--- config.mk ---
export PLATFORM = sky130hd
export DESIGN_NAME = fcore_program_sequencer
export DESIGN_NICKNAME = d
export VERILOG_FILES = /design/src/rtl/fcore_program_sequencer.sv
export SDC_FILE = /design/constraint.sdc
export NUM_CORES = 1
export LEC_CHECK = 0
export BUFFER_PORTS_ARGS = -buffer_cell sky130_fd_sc_hd__buf_2
export CORE_ASPECT_RATIO = 1.5
export CORE_MARGIN = 2
export CORE_UTILIZATION = 40
export CTS_BUF_LIST = sky130_fd_sc_hd__clkbuf_4
export DETAILED_ROUTE_END_ITERATION = 10
export GPL_TIMING_DRIVEN = 1
export PLACE_DENSITY_LB_ADDON = 0.08
export SETUP_SLACK_MARGIN = 0.3
export SLEW_MARGIN = 20
export SYNTH_ARGS = -nofsm -noshare
export SYNTH_HDL_FRONTEND = slang
export SYNTH_SLANG_ARGS = --single-unit
--- constraint.sdc ---
create_clock -name clock -period 9.6 [get_ports clock]
set_clock_uncertainty 0.2 [all_clocks]
set_input_delay 1.44 -clock clock [delete_from_list [all_inputs] [get_ports clock]]
set_output_delay 1.44 -clock clock [all_outputs]
set_load 0.005 [all_outputs]
--- src/rtl/fcore_program_sequencer.sv ---
// fcore_program_sequencer: walks the program counter and channel index that feed
// instruction fetch, sweeping all channels per word and pausing for EFI calls.
module fcore_program_sequencer #(
    parameter int PC_WIDTH = 12,
    parameter int MAX_CHANNELS = 255,
    localparam int CW = $clog2(MAX_CHANNELS)
) (
    input  logic                clock,
    input  logic                reset,
    input  logic                run,
    input  logic [CW-1:0]       n_channels,
    input  logic [PC_WIDTH-1:0] program_size,
    input  logic                immediate_advance,
    input  logic                efi_call,
    input  logic                stop_detected,
    input  logic                efi_done,
    output logic [PC_WIDTH-1:0] fetch_address,
    output logic                fetch_enable,
    output logic [CW-1:0]       channel_address,
    output logic                efi_pending,
    output logic                busy,
    output logic                done
);
    typedef enum logic [2:0] {IDLE, FETCH, ADVANCE, EFI_WAIT, DONE} state_t;
    state_t state_q, state_d;
    logic [PC_WIDTH-1:0] pc_q, pc_d, size_q, size_d;
    logic [CW-1:0] ch_q, ch_d, n_eff_q, n_eff_d;
    logic first_beat_q, first_beat_d;
    logic ldc_f_q, ldc_f_d, efi_f_q, efi_f_d, stop_f_q, stop_f_d;
    logic [PC_WIDTH-1:0] fetch_address_q, fetch_address_d;
    logic [CW-1:0] channel_address_q, channel_address_d;
    logic fetch_enable_q, fetch_enable_d, efi_pending_q, efi_pending_d;
    logic busy_q, busy_d, done_q, done_d;
    always_comb begin
        state_d = state_q;
        pc_d = pc_q;
        ch_d = ch_q;
        n_eff_d = n_eff_q;
        size_d = size_q;
        first_beat_d = (state_q == FETCH) && (ch_q == '0);
        // flags arrive one cycle after the first beat; with a single channel that cycle is ADVANCE itself
        ldc_f_d = first_beat_q ? immediate_advance : ldc_f_q;
        efi_f_d = first_beat_q ? efi_call : efi_f_q;
        stop_f_d = first_beat_q ? stop_detected : stop_f_q;
        case (state_q)
            IDLE: if (run) begin
                n_eff_d = (n_channels == '0) ? CW'(1) : n_channels;
                size_d = program_size;
                pc_d = '0;
                ch_d = '0;
                state_d = FETCH;
            end
            FETCH: if (ch_q == n_eff_q - CW'(1)) begin
                ch_d = '0;
                state_d = ADVANCE;
            end else begin
                ch_d = ch_q + CW'(1);
            end
            ADVANCE: if (stop_f_d) begin
                state_d = DONE;
            end else if (efi_f_d) begin
                state_d = EFI_WAIT;
            end else begin
                pc_d = pc_q + (ldc_f_d ? PC_WIDTH'(2) : PC_WIDTH'(1));
                state_d = (pc_d >= size_q) ? DONE : FETCH;
            end
            EFI_WAIT: if (efi_done) begin
                pc_d = pc_q + PC_WIDTH'(1);
                state_d = (pc_d >= size_q) ? DONE : FETCH;
            end
            DONE: state_d = IDLE;
            default: state_d = IDLE;
        endcase
        fetch_enable_d = state_d == FETCH;
        efi_pending_d = state_d == EFI_WAIT;
        busy_d = state_d != IDLE;
        done_d = state_d == DONE;
        fetch_address_d = (state_d == IDLE) ? '0 : (state_d == FETCH) ? pc_d : fetch_address_q;
        channel_address_d = (state_d == IDLE) ? '0 : (state_d == FETCH) ? ch_d : channel_address_q;
    end
    always_ff @(posedge clock) begin
        if (reset) begin
            state_q <= IDLE;
            pc_q <= '0;
            ch_q <= '0;
            n_eff_q <= '0;
            size_q <= '0;
            first_beat_q <= 1'b0;
            ldc_f_q <= 1'b0;
            efi_f_q <= 1'b0;
            stop_f_q <= 1'b0;
            fetch_address_q <= '0;
            channel_address_q <= '0;
            fetch_enable_q <= 1'b0;
            efi_pending_q <= 1'b0;
            busy_q <= 1'b0;
            done_q <= 1'b0;
        end else begin
            state_q <= state_d;
            pc_q <= pc_d;
            ch_q <= ch_d;
            n_eff_q <= n_eff_d;
            size_q <= size_d;
            first_beat_q <= first_beat_d;
            ldc_f_q <= ldc_f_d;
            efi_f_q <= efi_f_d;
            stop_f_q <= stop_f_d;
            fetch_address_q <= fetch_address_d;
            channel_address_q <= channel_address_d;
            fetch_enable_q <= fetch_enable_d;
            efi_pending_q <= efi_pending_d;
            busy_q <= busy_d;
            done_q <= done_d;
        end
    end
    assign fetch_address = fetch_address_q;
    assign channel_address = channel_address_q;
    assign fetch_enable = fetch_enable_q;
    assign efi_pending = efi_pending_q;
    assign busy = busy_q;
    assign done = done_q;
endmodule

==> qor.yml <==
tritoncts: "done"
synth_compound_area_frac: 0.187
leakagePower_nw: 1.96
crit_fanout: 23
place_hpwl_mm: 8.02
grt.overflow.total: 0
die_h_um: 128
die_x_um: 86.9
clk_latency_ps: 440
rows: 45
max_freq_ghz: 0.166
dp_cells: 647
yosysSeqAreaShare: 0.345
crit_path_end_kind: "flip-flop"
finalMaxSlewViolations: 0
cts_setup_buffers: 0
viasPerCell: 5.38
maxCapViolations: 0
cts.sinks: 71
cts-buffers-inserted: 9
num_io_pins: 51
wl_per_cell_um: 15.7
path_common_cell: "inv_1"
synth_edf_count: 0
drt_wl_total_mm: 10.4
area_growth_syn_to_layout_pct: 10.2
final_core_util: 0.451
netlist_instances: 504
ctsResizeCount: 0
globalplace.congestion: 0.898
reg2regPathDepth: 16
path_cells: "buf_2, mux2i_1, ha_1, inv_1, fa_1, nor3_1, and3_1, xnor2_1, inv_1, ha_1, nand4_1, o41a_1, a21oi_1, o311ai_0, o211ai_4, inv_1, a211oi_1"
tightest_slew_ps: 908
synthAdderAreaFrac: 0.0958
hold_path_class: "flip-flop to flip-flop"
arrival_ps: 6180
nets: 599
rsz0062_at_grt: "no"
power_mw: 0.575
final_common_cell: "dfxtp_1"
first_global_vias: 3488
holdPathStages: 2
grt_busiest_layer: "met2"
portBuffers: 50
setup_viol: 0
synth_nets: 562
root_buffer: "clkbuf_4"
ir_drop_v: 0.0000606
grt_max_degree: 50
slew_headroom: 0.392
met3_usage: 0.0314
cp.required_ps: 9770
grt_use_met2: 0.371
timing.final.crit_share: 0.626
die-area_sq_um: 11200
drt_iter0_markers: 112
drive_above_1_share: 0.161
synth_top_family_by_area: "simple AND/OR/NAND/NOR gates"
hold_viol_final: 0
core_area_sq_um: 10100
clock_path_buffers: 2
stdcell_count: 664
globalRouteTotalUtil: 0.196
cpMaxStageDelayCell: "o211ai_4"
start_kind: "input pin"
avgSynthCellArea_sq_um: 8.18
drtAntennaViolNets: 0
synth_xor_area_frac: 0.0637
met1_usage: 0.209
yosysWarnings: 0
antenna_found_initial: 1
path_class: "input pin to flip-flop"
ys.flop_type: "dfxtp_1"
dr.pass1.iters: 6
synth-simple-area-share: 0.235
dr_total_vias: 3572
final_cell_mix: "71 x dfxtp_1, 67 x nand2_1, 50 x buf_2"
fill_cells: 1061
grt_pass1_wl_mm: 16.9
synth.distinct_cells: 57
critical-path-max-stage-delay_ps: 690
synth_mux_area_frac: 0.0221
tns_ps: 0
holdBufCountCts: 0
async_reset_ff_frac: 0
powerDensity_nw_per_um2: 127
yosys_register_bits: 71
start_util: 0.409
clk_pin_slew_ps: 130
synth_area_sq_um: 4130
cts_htree_levels: 3
fin_hold_ws_ps: 264
outcome: "finished clean"
period_minus_slack_ps: 6010
drcViolationCount: 0
per-stage QoR:
stage	cell area, sq um	setup WS [ps]
after floorplan	4130	4290
after global placement	4420	3000
after detailed placement	4420	2800
after CTS	4530	3280
after global routing	4550	3270
final	4550	3590
Yosys cell counts (all sizes together) (2+ instances only):
| cell | n | share of area |
|---|---|---|
| a21boi | 2 | 0.0036 |
| a221oi | 3 | 0.0064 |
| or4 | 5 | 0.010 |
| a21o | 2 | 0.0036 |
| xor2 | 16 | 0.034 |
| o21ai | 9 | 0.011 |
| nand2 | 67 | 0.061 |
| nand3 | 11 | 0.013 |
| nor2b | 23 | 0.035 |
| dfxtp | 71 | 0.34 |
| mux2i | 8 | 0.019 |
| nor3 | 14 | 0.017 |
| a21oi | 41 | 0.052 |
| o31ai | 2 | 0.0036 |
| nor3b | 2 | 0.0036 |
| nor2 | 46 | 0.042 |
| and2 | 5 | 0.0076 |
| clkbuf | 19 | 0.017 |
| o221ai | 2 | 0.0042 |
| a222oi | 3 | 0.0073 |
| a31oi | 2 | 0.0030 |
| nand2b | 8 | 0.012 |
| and3 | 8 | 0.012 |
| o22ai | 3 | 0.0046 |
| a211oi | 17 | 0.043 |
| or2 | 2 | 0.0030 |
| xnor2 | 14 | 0.030 |
| buf | 6 | 0.0091 |
| a31o | 2 | 0.0042 |
| ha | 30 | 0.091 |
| nand4 | 5 | 0.0076 |
| o21a | 3 | 0.0055 |
| nor4 | 2 | 0.0030 |
| o211ai | 7 | 0.014 |
| a22oi | 3 | 0.0055 |
| inv | 28 | 0.025 |
kinds of logic (layout without fill, tap and decap cells):
family	count (synthesis)	count (layout)
multiplexers	9	9
XOR/XNOR	30	30
AND/OR/NAND/NOR	202	202
buffers and inverters	53	95
flip-flops	71	71
adder cells (fa/ha/maj)	31	31
other	0	1
AO/OA/AOI/OAI	108	108
worst max-delay path, delay by kind of cell:
| kind | cells | cell delay [ps] |
|---|---|---|
| xor gates and xnor gates | 1 | 140 |
| AOI/OAI and AO/OA | 5 | 1840 |
| buffers and inverters | 4 | 710 |
| and+or+nand+nor | 3 | 700 |
| muxes | 1 | 320 |
| adders and majority gates | 3 | 1040 |
where the power goes:
part | total [mW] | internal [mW] | switching, mW | leakage, nW
logic | 0.0898 | 0.0365 | 0.0532 | 1.32
registers | 0.315 | 0.306 | 0.00933 | 0.578
clock network | 0.171 | 0.0530 | 0.118 | 0.0602
total | 0.575 | 0.395 | 0.180 | 1.96
registers in the layout, indices dropped and copies added, names as in the netlist, 3 cells and up:
name,cells
size_q,12
channel_address,8
n_eff_q,8
state_q,3
ch_q,8
pc_q,12
fetch_address,12
final timing paths:
path	from	end	slack, ps
setup / recovery	immediate_advance	channel_address[4]	3590
hold / removal	size_q[11]	size_q[11]	260
setup reg to reg	first_beat_q	channel_address[4]	4130
hold reg to reg	size_q[11]	size_q[11]	260
final cells by class:
type	instances	area, sq um	area share
antenna	1	2.50	0.000550
timing repair buffer	51	258	0.0567
sequential	71	1420	0.313
clock inverter	7	46.3	0.0102
inverter	28	105	0.0231
clock buffer	9	67.6	0.0149
tap	117	146	0.0322
multi-input combinational	380	2500	0.550
layer usage:
layer	wire, um	part of all wire
met1	4140	0.40
met2	5850	0.56
met3	193	0.018
met4	252	0.024
met5	0	0
No activity file was read; power rests on OpenSTA's default activity.
